`config.mk`:
```
export PLATFORM = sky130hd
export DESIGN_NAME = sram_fifo_ctrl
export DESIGN_NICKNAME = d
export VERILOG_FILES = /design/src/rtl/sram_fifo_pkg.sv /design/src/rtl/sram_fifo_ptr.sv /design/src/rtl/sram_fifo_ctrl.sv
export SDC_FILE = /design/constraint.sdc
export NUM_CORES = 1
export LEC_CHECK = 0
export ABC_AREA = 1
export CAP_MARGIN = 20
export CELL_PAD_IN_SITES_DETAIL_PLACEMENT = 1
export CELL_PAD_IN_SITES_GLOBAL_PLACEMENT = 1
export CORE_AREA = 10 10 68 92
export CTS_CLUSTER_SIZE = 8
export DETAILED_ROUTE_END_ITERATION = 10
export DIE_AREA = 0 0 78 102
export DONT_BUFFER_PORTS = 1
export PLACE_DENSITY_LB_ADDON = 0.1
export SLEW_MARGIN = 20
export SYNTH_ARGS = -nofsm -noshare
export SYNTH_HDL_FRONTEND = slang
export SYNTH_SLANG_ARGS = --single-unit
```
`constraint.sdc`:
```
create_clock -name clk -period 4.3 [get_ports clk]
set_input_delay 0.86 -clock clk [delete_from_list [all_inputs] [get_ports clk]]
set_output_delay 0.86 -clock clk [all_outputs]
set_load 0.005 [all_outputs]
```
`src/rtl/sram_fifo_pkg.sv`:
```
// -----------------------------------------------------------------------------
// sram_fifo_pkg
//   Shared definitions for the SRAM-backed FIFO controller.
//   - Default parameter constants for address width, word width and depth.
//   - ptr_inc(): pointer increment that wraps at an arbitrary depth, so the
//     FIFO can use a RAM depth that is not a power of two.
// -----------------------------------------------------------------------------
package sram_fifo_pkg;

   localparam int DEF_ADDR_WIDTH = 8;
   localparam int DEF_DATA_WIDTH = 8;
   localparam int DEF_DEPTH      = 256;

   // Next value of a circular pointer running over 0..depth-1.
   function automatic int unsigned ptr_inc(input int unsigned ptr,
                                           input int unsigned depth);
      if (ptr >= depth - 1)
         return 0;
      else
         return ptr + 1;
   endfunction

endpackage

```
`src/rtl/sram_fifo_ptr.sv`:
```
// -----------------------------------------------------------------------------
// sram_fifo_ptr
//   Circular RAM pointer: counts 0..DEPTH-1 and wraps to 0, advancing only
//   when en is high. Used for both the write and the read pointer.
//
// Ports
//   clk  in   clock, rising edge
//   rst  in   asynchronous active-high reset, pointer returns to 0
//   en   in   advance the pointer this cycle
//   ptr  out  current pointer value (ADDR_WIDTH bits)
// -----------------------------------------------------------------------------
module sram_fifo_ptr
   import sram_fifo_pkg::*;
#(
   parameter int ADDR_WIDTH = DEF_ADDR_WIDTH,
   parameter int DEPTH      = DEF_DEPTH
) (
   input  logic                  clk,
   input  logic                  rst,
   input  logic                  en,
   output logic [ADDR_WIDTH-1:0] ptr
);

   always_ff @(posedge clk or posedge rst) begin
      if (rst)
         ptr <= '0;
      else if (en)
         ptr <= ADDR_WIDTH'(ptr_inc(32'(ptr), DEPTH));
   end

endmodule

```
`src/rtl/sram_fifo_ctrl.sv`:
```
// -----------------------------------------------------------------------------
// sram_fifo_ctrl
//   Turns a single-port synchronous RAM (one access per cycle, read data
//   available the cycle after the read) into a FIFO with valid/ready
//   streaming ports. A one-entry output register hides the RAM read latency
//   from the consumer. Reads win over writes when both could happen.
//
// Ports
//   clk        in   clock, rising edge
//   rst        in   asynchronous active-high reset; discards all contents
//   in_valid   in   producer has a word
//   in_ready   out  word on in_data is accepted this cycle
//   in_data    in   producer word
//   out_valid  out  output register holds a word
//   out_ready  in   consumer takes the word this cycle
//   out_data   out  output register contents (stable while held)
//   fill       out  words currently held in the RAM (not counting the
//                   read in flight or the output register)
//   ram_write  out  RAM write strobe
//   ram_addr   out  RAM address (read pointer on a read, else write pointer)
//   ram_wdata  out  RAM write data
//   ram_rdata  in   RAM read data, valid the cycle after a read is issued
// -----------------------------------------------------------------------------
module sram_fifo_ctrl
   import sram_fifo_pkg::*;
#(
   parameter int ADDR_WIDTH = DEF_ADDR_WIDTH,
   parameter int DATA_WIDTH = DEF_DATA_WIDTH,
   parameter int DEPTH      = DEF_DEPTH
) (
   input  logic                  clk,
   input  logic                  rst,
   input  logic                  in_valid,
   output logic                  in_ready,
   input  logic [DATA_WIDTH-1:0] in_data,
   output logic                  out_valid,
   input  logic                  out_ready,
   output logic [DATA_WIDTH-1:0] out_data,
   output logic [ADDR_WIDTH:0]   fill,
   output logic                  ram_write,
   output logic [ADDR_WIDTH-1:0] ram_addr,
   output logic [DATA_WIDTH-1:0] ram_wdata,
   input  logic [DATA_WIDTH-1:0] ram_rdata
);

   localparam logic [ADDR_WIDTH:0] FILL_FULL = (ADDR_WIDTH+1)'(DEPTH);

   logic [ADDR_WIDTH-1:0] wr_ptr;
   logic [ADDR_WIDTH-1:0] rd_ptr;
   logic                  rd_pend;
   logic                  rd_issue;
   logic                  wr_fire;

   // Access decode. Everything here depends on registered state (plus rst and
   // in_valid/in_data for the write strobe), never on out_ready, so there is
   // no combinational path from the consumer back into the producer side.
   // A read is only issued when the output register is empty and no read is
   // already in flight, which guarantees the captured word always has a free
   // slot to land in.
   always_comb begin
      rd_issue  = 1'b0;
      in_ready  = 1'b0;
      wr_fire   = 1'b0;
      ram_addr  = '0;
      ram_wdata = in_data;

      rd_issue = (fill != '0) && !out_valid && !rd_pend;
      // Reads take the RAM port, so the producer is stalled on read cycles.
      in_ready = !rst && (fill != FILL_FULL) && !rd_issue;
      wr_fire  = in_valid && in_ready;

      if (rst)
         ram_addr = '0;
      else if (rd_issue)
         ram_addr = rd_ptr;
      else
         ram_addr = wr_ptr;
   end

   assign ram_write = wr_fire;

   sram_fifo_ptr #(
      .ADDR_WIDTH (ADDR_WIDTH),
      .DEPTH      (DEPTH)
   ) u_wr_ptr (
      .clk (clk),
      .rst (rst),
      .en  (wr_fire),
      .ptr (wr_ptr)
   );

   sram_fifo_ptr #(
      .ADDR_WIDTH (ADDR_WIDTH),
      .DEPTH      (DEPTH)
   ) u_rd_ptr (
      .clk (clk),
      .rst (rst),
      .en  (rd_issue),
      .ptr (rd_ptr)
   );

   // RAM occupancy. A write and a read are mutually exclusive (in_ready is
   // low whenever a read is issued), so at most one of these branches fires.
   always_ff @(posedge clk or posedge rst) begin
      if (rst)
         fill <= '0;
      else if (wr_fire)
         fill <= fill + 1'b1;
      else if (rd_issue)
         fill <= fill - 1'b1;
   end

   // Read pipeline: read issued -> rd_pend (RAM data on ram_rdata) -> output
   // register. Capture and consumer pop never coincide: a capture needs
   // rd_pend, which needs out_valid to have been low when the read issued.
   always_ff @(posedge clk or posedge rst) begin
      if (rst) begin
         rd_pend   <= 1'b0;
         out_valid <= 1'b0;
         out_data  <= '0;
      end else begin
         rd_pend <= rd_issue;
         if (rd_pend) begin
            out_data  <= ram_rdata;
            out_valid <= 1'b1;
         end else if (out_valid && out_ready) begin
            out_valid <= 1'b0;
         end
      end
   end

endmodule

```
==> results.sh, run 1 <==
export IMPL_tns_ns=0
export IMPL_r2r_end="fill[8]"
export IMPL_path_class="reg2out"
export IMPL_dp_hpwl_um=4050
export IMPL_reg2reg_depth=15
export IMPL_cts_root_buf="clkbuf_8"
export IMPL_dp_slack_ns=1.58
export IMPL_fill_cells=584
export IMPL_dieArea_um2=7960
export IMPL_diodes=0
export IMPL_synth_simple_area_share_pct=27.3
export IMPL_p_sw_share_pct=46.3
export IMPL_layout_nets=304
export IMPL_route_vias_total=1779
export IMPL_drt_total_wl_um=5370
export IMPL_holdBufCountCts=0
export IMPL_yosys_top_cells_area="dfrtp_1 41%, nand2_1 15%, inv_1 5.6%"
export IMPL_slew_viol_final=0
export IMPL_synthMuxAreaShare_pct=0
export IMPL_cp_arrival_ns=2.14
export IMPL_grt_pass1_vias=1886
export IMPL_start_kind="register"
export IMPL_synth_top_area_cell="dfrtp_1"
export IMPL_holdPathEnd="out_data[1]"
export IMPL_drt_iter0_markers=51
export IMPL_fmax_mhz=334
export IMPL_area_growth_pct=4.41
export IMPL_maxSlewHeadroom_pct=65.3
export IMPL_utilization_pct=49.7
export IMPL_synth_seq_cells=35
export IMPL_hold_slack_ns=0.509
export IMPL_rrSetupSlack_ns=1.66
export IMPL_place_congestion=0.737
export IMPL_p_comb_share_pct=47.6
export IMPL_die_h_um=102
export IMPL_cts_max_level=2
export IMPL_p_total_w=0.00182
export IMPL_insertion_delay_ns=0.29
export IMPL_ys_warn_count=0
export IMPL_portBuffers=0
export IMPL_ys_types=26
export IMPL_crit_path_end_kind="output port"
export IMPL_netlist_instances=280
export IMPL_switchingPower_w=0.000841
export IMPL_floorplan_initialDensity_pct=47.6
export IMPL_setup_viol=0
export IMPL_syn_nets=310
export IMPL_synth_compound_area_share_pct=9.86
export IMPL_synth_area_um2=2160
export IMPL_skew_ns=0.00520
export IMPL_cap_violations=0
export IMPL_remaining_drc_errors=0
export IMPL_cts_sinks=35
export IMPL_seqPwrFrac_pct=35.4
export IMPL_numCtsBuffers=5
export IMPL_setup_ws_ns=1.30
export IMPL_grt_pass1_wl_um=9400
export IMPL_post_drt_wl_per_cell_um=15.9
export IMPL_path_cells="inv_6 > nand2_1 > inv_1 > nand2_1 > buf_4 > inv_1 > o21ai_0 > a21oi_1"
export IMPL_cts_resized=0
export IMPL_synthAdderAreaFrac_pct=6.14
export IMPL_final_layout_size_suffix_gt1_share_pct=5.82
export IMPL_grt_overflow_total=0
export IMPL_peakVddDrop_mv=0.358
export IMPL_synth_xor_area_share_pct=4.46
export IMPL_cpPeakStageDelay_ns=0.51
export IMPL_leakage_nw=1.16
export IMPL_status="complete, no violations"
export IMPL_drt_pre_antenna_iters=4
export IMPL_min_from="out_data[1]"
export IMPL_whs_path_depth=2
export IMPL_ant_nets=0
export IMPL_worst_slew_pin_transition_ns=0.520
export IMPL_hold_class="reg2reg"
export IMPL_hold_viol_final=0
export IMPL_viasPerCell=5.28
export IMPL_tritoncts="done"
export IMPL_grt_setup_unrepaired="false"
export IMPL_grt_usage_pct=14.4
export IMPL_coreArea_um2=4540
export IMPL_syn_area_per_cell_um2=7.71
export IMPL_worst_path_max_delay_cell="dfrtp_1"
export IMPL_fin_crit_sh_pct=69.7
export IMPL_cts_max_path_buffers=2
export IMPL_io_pins=56
export IMPL_r2r_start="fill[0]"
export IMPL_required_ns=3.44
export IMPL_p_per_area_nw_per_um2=806
export IMPL_min_period_ns=3.00
export IMPL_yosysSeqAreaShare_pct=40.6
export IMPL_grt_max_degree=45
export IMPL_post_cts_buffers=0
export IMPL_intPower_w=0.000976
export IMPL_clkTransAtPathRegs_ns=0.07
export IMPL_crit_fanout=21
export IMPL_synth_top_family_by_area="simple AND/OR/NAND/NOR gates"
export IMPL_antenna_found_initial=0
export IMPL_die_width_um=78
export IMPL_synth_top_area_share_pct=40.6
export IMPL_rows=29
export IMPL_clockPowerShare_pct=17.1
==> sequential cells by signal, summed over array words and instances, names as in the netlist <==
register,cells
u_rd_ptr.ptr,8
out_valid,1
fill,9
out_data,8
u_wr_ptr.ptr,8
rd_pend,1
==> worst max-delay path, delay by kind of cell, from the launching register on <==
family          cells  cell delay, ns
compound gates      2            0.36
buf+inv             4            0.83
flops               1            0.51
simple gates        2            0.12
==> power by group through the flow <==
stage | logic [W] | registers (W) | clock network (W)
after detailed placement | 0.000878 | 0.000657 | 0
after global placement | 0.000843 | 0.000655 | 0
after floorplan | 0.000749 | 0.000584 | 0
after global routing | 0.00104 | 0.000674 | 0.000330
final | 0.000864 | 0.000643 | 0.000310
after CTS | 0.000885 | 0.000651 | 0.000318
==> cell usage after synthesis (all sizes together) <==
cell type / number
xor2: 6
a21o: 1
a211oi: 1
nand4: 6
inv: 33
nor2: 11
or2: 1
xnor2: 5
clkbuf: 1
ha: 9
fa: 1
nand3b: 4
nor3: 2
dfrtp: 35
o21ai: 22
o21bai: 1
nand3: 21
nand2: 90
a21oi: 15
buf: 15
==> layout by cell type (no fill, tap or decap), drive strengths merged <==
master	synthesis	final
nand3b	4	4
dfrtp	35	35
clkinv	0	1
nor3	2	2
a21o	1	1
nand4	6	6
nor2	11	11
o21bai	1	1
ha	9	9
xor2	6	6
buf	15	3
a211oi	1	1
fa	1	1
nand2	90	90
o21ai	22	22
a21oi	15	15
bufinv	0	1
or2	1	1
nand3	21	21
xnor2	5	5
inv	33	33
clkbuf	1	6
==> layer usage <==
metal	vias to the layer above	track usage (%)	part of all wire (%)
met3	6	3.95	5.3
met2	32	24.9	51
met4	0	4.98	1.4
met1	866	16.8	42
li1	875	-	-
met5	-	0	0
==> cell type report <==
class	instances	area [µm²]	area share [%]
multi-input combinational	196	1030	45.8
sequential	35	876	38.9
inverter	33	129	5.72
clock buffer	6	82.6	3.66
tap	62	77.6	3.44
clock inverter	2	35.0	1.55
timing repair buffer	3	22.5	0.999
==> logic make-up (layout without fill, tap and decap cells) <==
logic type / Yosys count / count (layout)
and+or+nand+nor: 135 / 135
DFF: 35 / 35
AOI/OAI and AO/OA: 40 / 40
xor gates and xnor gates: 11 / 11
buffers and inverters: 49 / 44
adders and majority gates: 10 / 10
==> metrics by stage <==
stage | instances | instance area [µm²]
after floorplan | 280 | 2160
after global placement | 329 | 2140
after detailed placement | 329 | 2140
after CTS | 337 | 2250
after global routing | 337 | 2250
final | 337 | 2250
==> how the worst max path moves through the flow <==
stage / endpoint / start / cells past startpoint / slack, ns
floorplan: ram_addr[1] / rst / 4 / 0.88
global placement: ram_addr[5] / rd_pend / 8 / 1.63
detailed placement: ram_addr[5] / rd_pend / 8 / 1.58
CTS: ram_addr[5] / rd_pend / 8 / 1.24
global route: ram_addr[3] / rd_pend / 8 / 1.05
finish: ram_addr[5] / rd_pend / 8 / 1.30
(Power assumes the default switching activity.)
==> run 2, diff against run 1 <==
- CORE_AREA: 10 10 68 92 -> 10 10 73 99
- DIE_AREA: 0 0 78 102 -> 0 0 83 109
- clock period: 4.3 -> 2.7 ns (I/O delays scaled with it)
==> run 2 against run 1 <==
Final area rose by 1.7%. Non-clock buffer count grew 5. Sequential power is 54% higher. Largest power group unchanged. First-iteration DRC count grew 7.8%. Clock skew grew 0.0015 ns. Final cell count rose by 3.6%. Sequential share of layout area decreased by 0.53 points. Routed wire length is 1.8% higher. Combinational power rose by 72%. Register-to-register slack lost 1.4 ns. Die area up 14%. Via count hardly changed.
==> results.sh, run 2 (synthesized netlist as in run 1, its figures left out) <==
export IMPL_insertion_delay_ns=0.29
export IMPL_setup_viol=0
export IMPL_largest_reg_flops=9
export IMPL_final_layout_size_suffix_gt1_share_pct=9.96
export IMPL_drt_total_wl_um=5470
export IMPL_fin_crit_sh_pct=92.1
export IMPL_remaining_drc_errors=0
export IMPL_worst_path_max_delay_cell="dfrtp_2"
export IMPL_fill_cells=702
export IMPL_tritoncts="done"
export IMPL_die_h_um=109
export IMPL_drt_iter0_markers=55
export IMPL_worst_slew_pin_transition_ns=0.531
export IMPL_post_drt_wl_per_cell_um=15.7
export IMPL_multi_input_area_um2=1050
export IMPL_switchingPower_w=0.00136
export IMPL_fin_area_um2=2290
export IMPL_hold_viol_final=0
export IMPL_viasPerCell=5.09
export IMPL_ant_nets=0
export IMPL_layout_nets=310
export IMPL_fmax_mhz=402
export IMPL_slew_viol_final=0
export IMPL_io_pins=56
export IMPL_p_per_area_nw_per_um2=1240
export IMPL_coreArea_um2=5450
export IMPL_setup_ws_ns=0.213
export IMPL_grt_max_degree=45
export IMPL_maxSlewHeadroom_pct=64.6
export IMPL_dp_hpwl_um=4250
export IMPL_intPower_w=0.00149
export IMPL_status="complete, no violations"
export IMPL_cts_max_path_buffers=2
export IMPL_drt_pre_antenna_iters=4
export IMPL_final_cell_mix="86 x nand2_1, 33 x dfrtp_1, 30 x inv_1"
export IMPL_leakage_nw=1.16
export IMPL_antenna_found_initial=0
export IMPL_p_comb_share_pct=52.3
export IMPL_hold_slack_ns=0.321
export IMPL_grt_pass1_wl_um=9640
export IMPL_dpl_cell_area_um2=2180
export IMPL_hold_class="in2async"
export IMPL_p_sw_share_pct=47.8
export IMPL_rows=32
export IMPL_route_vias_total=1778
export IMPL_path_buf_inv=1
export IMPL_path_cells="nor2_1 > nand2_1 > nor2_1 > nand2_1 > nand2_2 > clkinvlp_4 > a21oi_1"
export IMPL_skew_ns=0.00672
export IMPL_crit_path_end_kind="output port"
export IMPL_crit_fanout=11
export IMPL_grt_overflow_total=0
export IMPL_cts_root_buf="clkbuf_8"
export IMPL_tns_ns=0
export IMPL_min_period_ns=2.49
export IMPL_seqPwrFrac_pct=34.8
export IMPL_grt_pass1_vias=1938
export IMPL_diodes=0
export IMPL_required_ns=2.16
export IMPL_cts_max_level=2
export IMPL_start_kind="register"
export IMPL_dieArea_um2=9050
export IMPL_die_width_um=83
export IMPL_clockPowerShare_pct=12.9
export IMPL_top_register="fill"
export IMPL_place_congestion=0.804
export IMPL_cts_sinks=35
export IMPL_regArea_um2=878
export IMPL_numCtsBuffers=5
export IMPL_grt_usage_pct=12.9
export IMPL_cp_num_cells=7
export IMPL_path_class="reg2out"
export IMPL_utilization_pct=42.1
export IMPL_peakVddDrop_mv=0.448
export IMPL_holdBufCountCts=0
export IMPL_clkTransAtPathRegs_ns=0.08
export IMPL_layout_commonest_cell="nand2_1"
export IMPL_reg2reg_depth=14
export IMPL_cap_violations=0
export IMPL_cpPeakStageDelay_ns=0.45
export IMPL_cp_arrival_ns=1.95
export IMPL_area_growth_pct=6.15
export IMPL_floorplan_initialDensity_pct=39.6
export IMPL_dp_slack_ns=0.135
export IMPL_worst_path_dominant_cell_family="simple AND/OR/NAND/NOR gates"
export IMPL_portBuffers=0
-- run 2: worst paths after layout --
| path | start | endpoint | slack (ns) |
|---|---|---|---|
| worst min register to register | out_data[5] | out_data[5] | 0.51 |
| max in group asynchronous | rst | fill[1] | 2.00 |
| worst min-delay path | rst | u_rd_ptr.ptr[6] | 0.32 |
| worst max register to register | fill[1] | fill[8] | 0.24 |
| min in group clk | ram_rdata[0] | out_data[0] | 0.37 |
| worst max-delay path | fill[1] | ram_addr[5] | 0.21 |
-- run 2: layout make-up --
| type | instances | share of cell area, % |
|---|---|---|
| clock inverters | 3 | 0.655 |
| repair buffers | 8 | 2.62 |
| repair inverters | 1 | 0.218 |
| flip-flops and latches | 35 | 38.3 |
| multi-input cells | 196 | 45.7 |
| clock buffers | 5 | 3.00 |
| well taps | 68 | 3.71 |
| inverters | 33 | 5.79 |
-- run 2: layer usage --
metal / wire length, µm / track usage, % / vias up
met5: 0 / 0 / -
li1: - / - / 886
met2: 2870 / 22.2 / 32
met4: 107 / 5.49 / 0
met1: 2190 / 14.3 / 852
met3: 306 / 4.18 / 8
-- run 2: metrics by stage --
step,std cells,total power (W)
floorplan,280,0.00212
global placement,340,0.00246
detailed placement,340,0.00249
CTS,349,0.00290
global route,349,0.00322
finish,349,0.00285
-- run 2: power groups by stage --
stage / Combinational, W / Sequential [W] / Clock, W
2_1_floorplan: 0.00119 / 0.000929 / 0
3_3_place_gp: 0.00146 / 0.000996 / 0
3_5_place_dp: 0.00149 / 0.00101 / 0
4_1_cts: 0.00152 / 0.000997 / 0.000383
5_1_grt: 0.00178 / 0.00103 / 0.000411
6_report: 0.00149 / 0.000991 / 0.000368
-- run 2: what timing repair did --
| action | in CTS | in global routing |
|---|---|---|
| setup endpoints to repair | 1 | 4 |
| pin swaps | 0 | 1 |
| gates resized for setup | 2 | 5 |
| setup buffers | 0 | 0 |
| endpoints found under the hold margin | 0 | 0 |
| cloned | 1 | 0 |
